`config.mk`:
```
export PLATFORM = sky130hd
export DESIGN_NAME = mcp3008_spi_interface
export DESIGN_NICKNAME = d
export VERILOG_FILES = /design/src/rtl/mcp3008_pkg.sv /design/src/rtl/mcp3008_spi_interface_sample_edge_sync.sv /design/src/rtl/mcp3008_spi_interface.sv
export SDC_FILE = /design/constraint.sdc
export NUM_CORES = 1
export LEC_CHECK = 0
export ABC_AREA = 1
export CAP_MARGIN = 40
export CORE_ASPECT_RATIO = 1.25
export CORE_UTILIZATION = 50
export DETAILED_ROUTE_END_ITERATION = 7
export PLACE_DENSITY = 0.75
export REMOVE_ABC_BUFFERS = 1
export SLEW_MARGIN = 40
export SYNTH_ARGS = -nofsm -noshare
export SYNTH_HDL_FRONTEND = slang
export SYNTH_SLANG_ARGS = --single-unit
```
`constraint.sdc`:
```
create_clock -name dclk -period 1.6 [get_ports dclk]
set_clock_uncertainty 0.1 [all_clocks]
set_input_delay 0.16 -clock dclk [delete_from_list [all_inputs] [get_ports dclk]]
set_output_delay 0.16 -clock dclk [all_outputs]
set_load 0.03 [all_outputs]
```
`src/rtl/mcp3008_pkg.sv`:
```
// Shared types and constants for the MCP3008 serial front-end.
// Imported by the acquisition FSM and its testbench.
package mcp3008_pkg;

  typedef enum logic [2:0] {
    IDLE,
    CMD,
    SMP,
    READ,
    GAP,
    DONE
  } state_t;

  localparam int CMD_BITS  = 5;
  localparam int SMP_BITS  = 2;
  localparam int DATA_BITS = 10;
  localparam int NUM_CH    = 3;
  localparam int RESULT_W  = 32;
  localparam int PACK_W    = NUM_CH * DATA_BITS;

endpackage

```
`src/rtl/mcp3008_spi_interface_sample_edge_sync.sv`:
```
// Two-flop synchronizer for the async sample request,
// followed by a single-cycle rising-edge pulse.
module sample_edge_sync (
  input  logic clk,
  input  logic rst_n,
  input  logic async_in,
  output logic pulse
);

  logic [1:0] sync;
  logic       prev;

  always_ff @(posedge clk or negedge rst_n) begin
    if (!rst_n) begin
      sync <= '0;
      prev <= 1'b0;
    end else begin
      sync <= {sync[0], async_in};
      prev <= sync[1];
    end
  end

  assign pulse = sync[1] & ~prev;

endmodule

```
`src/rtl/mcp3008_spi_interface.sv`:
```
// MCP3008 acquisition round: converts channels 0..2 and
// packs the three 10-bit results into one 32-bit word.
module mcp3008_spi_interface
  import mcp3008_pkg::*;
#(
  parameter int GAP_CYCLES   = 2,
  parameter bit SINGLE_ENDED = 1'b1
) (
  input  logic                dclk,
  input  logic                rst_n,
  input  logic                sample,
  input  logic                dout,
  output logic                din,
  output logic                cs_n,
  output logic                busy,
  output logic [RESULT_W-1:0] dout_reg
);

  localparam int MAXC = (GAP_CYCLES > DATA_BITS) ?
                        GAP_CYCLES : DATA_BITS;
  localparam int CW   = $clog2(MAXC + 1);

  state_t                 state;
  logic [CW-1:0]          cnt;
  logic [2:0]             ch;
  logic [CMD_BITS-1:0]    cmd_sr;
  logic [DATA_BITS-2:0]   sh;
  logic [PACK_W-1:0]      res;
  logic                   start;

  sample_edge_sync u_sync (
    .clk      (dclk),
    .rst_n    (rst_n),
    .async_in (sample),
    .pulse    (start)
  );

  always_ff @(posedge dclk or negedge rst_n) begin
    if (!rst_n) begin
      state    <= IDLE;
      cnt      <= '0;
      ch       <= '0;
      cmd_sr   <= '0;
      sh       <= '0;
      res      <= '0;
      busy     <= 1'b0;
      dout_reg <= '0;
    end else begin
      unique case (state)
        IDLE: begin
          if (start) begin
            state  <= CMD;
            cnt    <= '0;
            ch     <= '0;
            busy   <= 1'b1;
            cmd_sr <= {1'b1, SINGLE_ENDED, 3'd0};
          end
        end
        CMD: begin
          cmd_sr <= {cmd_sr[CMD_BITS-2:0], 1'b0};
          if (cnt == CW'(CMD_BITS - 1)) begin
            state <= SMP;
            cnt   <= '0;
          end else begin
            cnt <= cnt + 1'b1;
          end
        end
        SMP: begin
          if (cnt == CW'(SMP_BITS - 1)) begin
            state <= READ;
            cnt   <= '0;
          end else begin
            cnt <= cnt + 1'b1;
          end
        end
        READ: begin
          sh <= {sh[DATA_BITS-3:0], dout};
          if (cnt == CW'(DATA_BITS - 1)) begin
            // newest channel enters at the top, so ch0 ends lowest
            res   <= {sh, dout, res[PACK_W-1:DATA_BITS]};
            state <= GAP;
            cnt   <= '0;
          end else begin
            cnt <= cnt + 1'b1;
          end
        end
        GAP: begin
          if (cnt == CW'(GAP_CYCLES - 1)) begin
            cnt <= '0;
            if (ch == 3'(NUM_CH - 1)) begin
              state <= DONE;
            end else begin
              state  <= CMD;
              ch     <= ch + 3'd1;
              cmd_sr <= {1'b1, SINGLE_ENDED, ch + 3'd1};
            end
          end else begin
            cnt <= cnt + 1'b1;
          end
        end
        DONE: begin
          dout_reg <= {{(RESULT_W - PACK_W){1'b0}}, res};
          busy     <= 1'b0;
          state    <= IDLE;
        end
        default: state <= IDLE;
      endcase
    end
  end

  // falling-edge retiming keeps pins stable across the ADC's rising latch
  always_ff @(negedge dclk or negedge rst_n) begin
    if (!rst_n) begin
      cs_n <= 1'b1;
      din  <= 1'b0;
    end else begin
      cs_n <= !(state inside {CMD, SMP, READ});
      din  <= (state == CMD) & cmd_sr[CMD_BITS-1];
    end
  end

endmodule

```
* Word level (Yosys, flattened, before mapping)
Index checks and enable logic that the tools add are counted.
Word-level totals: register bits 90, input bits 4, logic and storage cells 68
Cells by class: muxes and demuxes 22, equal/unequal tests 15, reductions and logical operators 14, bitwise operators 3, add/sub/neg operators 2
Operator list (number):
- two-way mux 3 bit | 9
- two-way mux 4 bit | 4
- one-hot mux 4 bit (4 select lines) | 1
- two-way mux 5 bit | 3
- one-hot mux 3 bit (5 select lines) | 1
- one-hot mux 5 bit (3 select lines) | 1
- inequality test 2 bit, second input constant | 6
- equality test 3 x 2 -> 1 bit, second input constant | 3
- AND reduction 4 bit | 2
- equality test 3 bit, second input constant | 2
- one-hot mux 3 bit (2 select lines) | 1
- AND reduction 2 bit | 3
- nonzero test 3 bit | 2
- AND reduction 5 bit | 1
- adder 4 x 1 -> 4 bit, second input constant | 1
- equality test 4 x 1 -> 1 bit, second input constant | 1
- equality test 4 x 3 -> 1 bit, second input constant | 1
- equality test 4 bit, second input constant | 1
- nonzero test 2 bit | 2
- nonzero test 4 bit | 1
- adder 3 x 1 -> 3 bit, second input constant | 1
- equality test 3 x 1 -> 1 bit, second input constant | 1
- logical NOT 3 bit | 1
- bitwise AND 1 bit | 2
- other kinds (5) | 5

* Logic depth before layout (Yosys ltp)
Gate-level depths: netlist (run 1).
word-level depth 4, mapped depth 9, mapped depth without buffers 9

* Modules after synthesis
A second synthesis (run 1) with hierarchy kept.
Unflattened totals: cells, all modules 408, area total of the unflattened synthesis 3736.1 sq um
By module, submodules not included:
- mcp3008_spi_interface | instances 1, area an instance 3651.0 sq um, cells an instance 403
- sample_edge_sync | instances 1, area an instance 85.1 sq um, cells an instance 5

==> results.sh, run 1 <==
export IMPL_syn_avg_cell_area_sq_um=9.31
export IMPL_cts_buffers=9
export IMPL_crit_family="flip-flops"
export IMPL_antenna_found_initial=0
export IMPL_yosysUniqueCellTypes=30
export IMPL_track_usage_pct=19.2
export IMPL_grt_max_degree=86
export IMPL_status="finished with violations"
export IMPL_dp_hpwl_um=4370
export IMPL_grt_pass1_wl_um=11500
export IMPL_first_iter_violations=227
export IMPL_critical_path_max_stage_delay_ns=0.53
export IMPL_synth_seq_cells=90
export IMPL_ys_seq_area_share_pct=61.0
export IMPL_syn_inst=397
export IMPL_fp_dieW_um=78.9
export IMPL_cp_arrival_ns=1.83
export IMPL_yosys_top_cells_area="dfrtp_1 60%, nand2_1 13%, o21ai_0 6.9%, inv_1 4.7%, o21ai_1 2.4%"
export IMPL_drc=0
export IMPL_start_kind="flop"
export IMPL_path_buf_inv=1
export IMPL_ys_warn_count=0
export IMPL_setup_viol=4
export IMPL_hold_viol=0
export IMPL_cap_viol_max_count=0
export IMPL_report_final_slew_viol_count=0
export IMPL_cp_cell_sequence="buf_12"
export IMPL_cts_tree="built"
export IMPL_rows=34
export IMPL_layout_drive_gt1_share_pct=14.6
export IMPL_grt_pass1_vias=2631
export IMPL_port_buffers=36
export IMPL_vias_per_cell=5.04
export IMPL_violations="negative setup slack"
export IMPL_synth_largest_area_cell="dfrtp_1"
export IMPL_crit_fanout=1
export IMPL_synthArstFlopShare_pct=100
export IMPL_wirelength_um=6970
export IMPL_dr_pass1_iters=4
export IMPL_cpMaxStageDelayCell="dfstp_2"
export IMPL_die_h_um=98.1
export IMPL_root_buffer="clkbuf_8"
export IMPL_hold_class="input pin to asynchronous set/reset pin"
export IMPL_htree_levels=3
export IMPL_cts_sinks=90
export IMPL_vias=2763
export IMPL_cp_end_kind="output port"
export IMPL_gp_congestion=0.845
export IMPL_yosys_most_used_dff="dfrtp_1"
export IMPL_cts_path_max_buffers=2
export IMPL_syn_cell_area_sq_mm=0.00370
export IMPL_critical_path_class="flop to output port"
export IMPL_post_drt_wl_per_cell_um=12.7
export IMPL_ant_nets=0
export IMPL_power_leakage_uw=0.00228
export IMPL_clk_latency_ns=0.35
export IMPL_synth_edf_count=0
export IMPL_ys_top_cells_by_count="126 x nand2_1, 88 x dfrtp_1, 51 x o21ai_0, 46 x inv_1, 18 x o21ai_1"
export IMPL_rsz0062_at_grt="true"
export IMPL_cp_required_ns=1.34
export IMPL_ios=39
export IMPL_synth_top_cell_area_share_pct=59.6
export IMPL_grt_overflow=0
export IMPL_core_area_sq_mm=0.00706
export IMPL_synthToLayoutAreaGrowth_pct=22.7
export IMPL_die_area_sq_mm=0.00774
export IMPL_yosysMostFrequentCell="nand2_1"
export IMPL_finalHoldWorstSlack_ns=0.0657
export IMPL_nets=463
export IMPL_start_util_pct=52.3
export IMPL_clk_pin_slew_ns=0.08
export IMPL_finalPower_uw=6540
export IMPL_num_antenna_cells=0
export IMPL_setup_slack_ns=-0.490
export IMPL_powerDensity_mw_per_mm2=1440
export IMPL_peakVddDrop_v=0.00105
path summary, 6_finish.rpt:
check | slack (ns) | startpoint | cells past startpoint | end
max in group asynchronous | 0.34 | rst_n | 2 | cs_n$_DFF_NN1_
hold reg to reg | 0.25 | u_sync.sync[0]$_DFF_PN0_ | 0 | u_sync.sync[1]$_DFF_PN0_
min in group dclk | 0.15 | sample | 1 | u_sync.sync[0]$_DFF_PN0_
setup reg to reg | -0.11 | state[1]$_DFFE_PN0P_ | 5 | din$_DFF_NN0_
hold / removal | 0.07 | rst_n | 2 | cmd_sr[4]$_DFFE_PN0P_
setup / recovery | -0.49 | cs_n$_DFF_NN1_ | 1 | cs_n
metrics by stage:
| step | area, sq um | std cells | util, % | setup WS [ns] | setup TNS (ns) |
|---|---|---|---|---|---|
| after CTS | 4430 | 542 | 62.8 | -0.503 | -0.958 |
| after floorplan | 3600 | 381 | - | -0.533 | -25.24 |
| after global routing | 4540 | 548 | 64.2 | -0.537 | -1.04 |
| after global placement | 4250 | 525 | 60.2 | -0.0936 | -0.172 |
| final | 4540 | 548 | 64.2 | -0.490 | -0.940 |
| after detailed placement | 4250 | 525 | 60.2 | -0.0983 | -0.237 |
kinds of logic (layout without fill, tap and decap cells):
kind of cell | Yosys count | after routing | synth area share, %
buffers and inverters | 64 | 123 | 7.51
XOR/XNOR | 2 | 2 | 0.474
adder cells (fa/ha/maj) | 5 | 5 | 1.69
flip-flops | 90 | 90 | 61.0
AND/OR/NAND/NOR | 158 | 159 | 18.6
AO/OA/AOI/OAI | 77 | 77 | 10.7
other | 1 | 2 | 0.101
metal layers:
layer  GRT usage (%)  vias up  part of all wire, %
li1                -     1366                    -
met1            22.5     1332                   44
met2            33.6       52                   51
met3            4.77       13                  3.2
met4            7.13        0                  2.0
met5               0        -                    0
layout make-up:
class	count	area [sq um]
fill	618	2520
sequential	90	2250
multi-input combinational	245	1220
timing repair buffer	61	579
inverter	46	173
clock buffer	9	124
tap	90	113
clock inverter	7	71.3
power breakdown:
group	total [uW]	switching (uW)	internal, uW
Combinational	2270	1400	874
Sequential	2740	166	2570
Clock	1530	805	721
placed cells by master (no fill, tap or decap), types with 5 or more instances in the layout:
cell type	n
o21ai_0	50
dfrtp_1	88
o21ai_1	18
clkbuf_8	9
nand2_1	125
nand2_2	5
inv_1	43
nand3_1	8
dlygate4sd2_1	31
nor2_1	5
buf_4	20
repair_timing:
action | 4_1_cts | 5_1_grt
hold buffers | 1 | 0
gates cloned | 0 | 2
pin swaps | 1 | 5
buffers inserted | 1 | 4
endpoints found under the setup margin | 36 | 23
resized for setup | 36 | 10
hold endpoints to repair | 88 | 0
Note: power is estimated with default switching activity, not from simulation.
==> inputs of run 2 (changes only) <==
--- a/config.mk
+++ b/config.mk
@@ -8,6 +8,7 @@
 export ABC_AREA = 1
 export CAP_MARGIN = 40
 export CORE_ASPECT_RATIO = 1.25
+export CORE_MARGIN = 1
 export CORE_UTILIZATION = 50
 export DETAILED_ROUTE_END_ITERATION = 7
 export PLACE_DENSITY = 0.75
==> results of run 2 <==
The final DEF is identical to that of run 1; final timing and power are the same.
==> RTL change 1, RTL diff (config.mk and constraints of run 1) <==
Change the parameter `GAP_CYCLES` from 2 to 4.
--- a/src/rtl/mcp3008_spi_interface.sv
+++ b/src/rtl/mcp3008_spi_interface.sv
@@ -5,3 +5,3 @@
 #(
-  parameter int GAP_CYCLES   = 2,
+  parameter int GAP_CYCLES   = 4,
   parameter bit SINGLE_ENDED = 1'b1
Function: not checked (the comparison handles one clock edge and no latches or derived clocks); the edit may change what the design does.
==> RTL change 1 against run 1 <==
- the flow still finishes with violations (setup timing)
- total power increased by 9.2%
- cell count unchanged
- sequential share of layout area down 2.8 points
- global-route usage fell by 0.78 points
- design area rose by 6.1%
- clock power rose by 6%
- synthesized cell count shrank 1.8%
- worst setup slack improved by 0.0063 ns
- register-to-register slack got worse by 0.03 ns
- die area up 1.4%
- sequential cell count did not move
- routed wire length increased by 6.3%
- core utilization increased by 3.5 points
- synthesized area is 1.5% higher
- critical path type unchanged
- critical endpoint unchanged
- largest power group unchanged
==> RTL change 1: results (changes against run 1) <==
| Metric | Value |
|---|---|
| Run status | `finished with violations` |
| Violated checks | `setup timing` |
| Count of different cell masters after synthesis | `29 (-3.3%)` |
| CTS resizes | `42 (+17%)` |
| Clock buf/inv share | `4.50% (+0.20 points)` |
| Synth Area in Compound Gates | `12.0% (+1.3 points)` |
| Die area | `7850 um^2 (+1.4%)` |
| Sequential fraction of total cell area | `46.9% (-2.8 points)` |
| Seq/Total Area, Yosys | `60.1% (-0.87 points)` |
| Area occupied by multi-input gates | `1370 um^2 (+12%)` |
| Tot GR Track Use | `18.4% (-0.78 points)` |
| DR vias/cell | `5.02 (-0.40%)` |
| HPWL after DPL | `4210 um (-3.8%)` |
| Post-Synth XOR/XNOR Area | `0.467% (-0.0068 points)` |
| Met2 Use GR | `30.2% (-3.3 points)` |
| Non-Clock Buffer Count | `66 (+8.2%)` |
| GPL Wtd Cong | `0.799 (-5.5%)` |
| Worst path max stage delay | `0.51 ns (-0.02 ns)` |
| Logic inverters | `48 (+4.3%)` |
| Max VDD drop | `0.886 mV (-15%)` |
| Reg2Reg Setup Slack | `-0.14 ns (-0.03 ns)` |
| Leak Pwr | `2.38 nW (+4.6%)` |
| FF/Latch Area | `2250 um^2 (about the same)` |
| Endpoints failing setup | `15 (+11)` |
| Most instantiated cells after synthesis | `nand2_1 (121), dfrtp_1 (88), inv_1 (47), o21ai_0 (31), o21ai_1 (25)` |
| Met1 usage | `22.4% (-0.14 points)` |
| DRT iter0 DRCs | `119 (-48%)` |
| Final Worst Setup Slack | `-0.484 ns (+0.00630 ns)` |
| Share of layout cells above drive strength 1 | `23.1% (+8.5 points)` |
| Clock buf count | `11 (+2)` |
| Post-CTS Setup Inserts | `4 (+3)` |
| Synth area leaders | `dfrtp_1 (59%), nand2_1 (12%), inv_1 (4.7%)` |
| Buffering overhead | `14.0% (+1.3 points)` |
==> RTL change 1: report_power, final <==
part / leakage [nW] / internal [mW] / switching (mW)
Clock: 0.111 / 0.818 / 0.807
Combinational: 1.06 / 1.01 / 1.63
Sequential: 1.21 / 2.66 / 0.222
==> RTL change 1: per-stage QoR <==
step	setup WS [ns]	setup TNS [ns]	instances
global placement	-0.100	-0.196	519
global route	-0.521	-2.10	548
detailed placement	-0.0962	-0.252	519
CTS	-0.497	-0.989	541
floorplan	-0.325	-17.25	375
finish	-0.484	-1.28	548
==> RTL change 1: worst max path at each step <==
| stage | endpoint | depth (start not counted) |
|---|---|---|
| after floorplan | dout_reg[10] | 5 |
| after global placement | cs_n | 1 |
| after detailed placement | cs_n | 1 |
| after CTS | cs_n | 1 |
| after global routing | cs_n | 1 |
| final | cs_n | 1 |
==> RTL change 1: per-layer routing <==
layer,vias to the layer above,part of all wire (%),routed length [um]
li1,1356,-,-
met1,1346,43,3210
met2,42,53,3940
met3,8,2.2,166
met4,0,1.3,95
met5,-,0,0
==> RTL change 2, RTL diff (flow settings as in run 1) <==
Made on the original files. The output `cs_n` loses its register stage (`cs_n` becomes a continuous assignment).
--- a/src/rtl/mcp3008_spi_interface.sv
+++ b/src/rtl/mcp3008_spi_interface.sv
@@ -113,6 +113,4 @@
     if (!rst_n) begin
-      cs_n <= 1'b1;
       din  <= 1'b0;
     end else begin
-      cs_n <= !(state inside {CMD, SMP, READ});
       din  <= (state == CMD) & cmd_sr[CMD_BITS-1];
@@ -121,2 +119,4 @@
 
+  assign cs_n = !(state inside {CMD, SMP, READ});
+
 endmodule
Function: not checked (the comparison handles one clock edge and no latches or derived clocks); the edit may change what the design does.
==> RTL change 2 against run 1 <==
- the run still ends with setup timing left
- clock power shrank 12%
- synthesized area is 1.3% lower
- sequential power is 5% higher
- non-clock buffer count decreased by 9
- routed wire length decreased by 9.0%
- sequential cell count down 1
- first-iteration DRC count fell by 28%
- design area decreased by 2.3%
- worst hold slack gained 0.082 ns
- die area is 1.3% lower
- total power rose by 5.0%
- worst setup slack better by 0.17 ns
- largest cell class unchanged
- highest routed layer unchanged
==> RTL change 2: results (changes against run 1) <==
| Metric | Value |
|---|---|
| Leak Pwr | `2.21 nW (-2.9%)` |
| Seq/Total Area, Yosys | `61.1% (+0.095 points)` |
| DRT iter0 DRCs | `163 (-28%)` |
| Worst Hold Class | `in2reg` |
| Clock group share of total power | `19.6% (-3.7 points)` |
| GPL Wtd Cong | `0.859 (+1.6%)` |
| Clock buf count | `10 (+1)` |
| Buffering overhead | `10.8% (-1.9 points)` |
| Final std cells w/o fill | `539 (-1.6%)` |
| Largest net degree at the start of global routing | `89 (+3.5%)` |
| Logic inverters | `47 (+2.2%)` |
| CP max stage cell | `dfrtn_1` |
| Area occupied by multi-input gates | `1260 um^2 (+2.7%)` |
| Max VDD drop | `0.941 mV (-10%)` |
| Final Util | `63.2% (-1.1 points)` |
| Most instantiated cells after synthesis | `nand2_1 (125), dfrtp_1 (88), inv_1 (44), o21ai_0 (36), o21ai_1 (32)` |
| Non-Clock Buffer Count | `52 (-15%)` |
| DR vias/cell | `4.91 (-2.6%)` |
| Critical Path AT | `1.66 ns (-0.17 ns)` |
| Tot GR Track Use | `18.2% (-0.96 points)` |
| Run status | `finished with violations` |
| Yosys reg bits | `89 (-1.1%)` |
| Violated checks | `setup timing` |
| Nets | `453 (-2.2%)` |
| Routed met2 length | `3240 um (-9.2%)` |
| Syn Area/Cell | `9.16 um^2 (-1.6%)` |
| WL met3 | `210 um (-4.5%)` |
| Clock buf/inv share | `3.84% (-0.46 points)` |
| Final Worst Setup Slack | `-0.324 ns (+0.166 ns)` |
| Global-route wire length before repair | `10,900 um (-5.6%)` |
| Endpoints failing setup | `2 (-2)` |
| Fill cell count | `600 (-2.9%)` |
RTL change 2: changes by cell type after synthesis, moves of 3 or more:
cell             run 1  this run
buf_2                9        13
clkbuf_2             3         0
nor2_2               1         6
nor2_4               3         0
o21ai_0             51        36
o21ai_1             18        32
RTL change 2: kinds of logic (layout without fill, tap and decap cells):
logic type                 count (synthesis)  in the layout  synth area share (%)
DFF                                       89             89                  61.1
and+or+nand+nor                          160            160                  18.4
xor gates and xnor gates                   2              2                 0.480
adders and majority gates                  5              5                  1.72
AOI/OAI and AO/OA                         76             76                  10.6
other                                      1              2                 0.103
buffers and inverters                     65            115                  7.65
RTL change 2: path summary, 6_finish.rpt:
path,start,to,slack (ns),cells after the start
max,din,din,-0.32,1
min,sample,u_sync.sync[0],0.15,1
max reg2reg,state[0],din,-0.10,4
min reg2reg,u_sync.sync[0],u_sync.sync[1],0.26,0
max in group asynchronous,rst_n,din,0.51,2
min in group asynchronous,rst_n,res[15],0.33,3
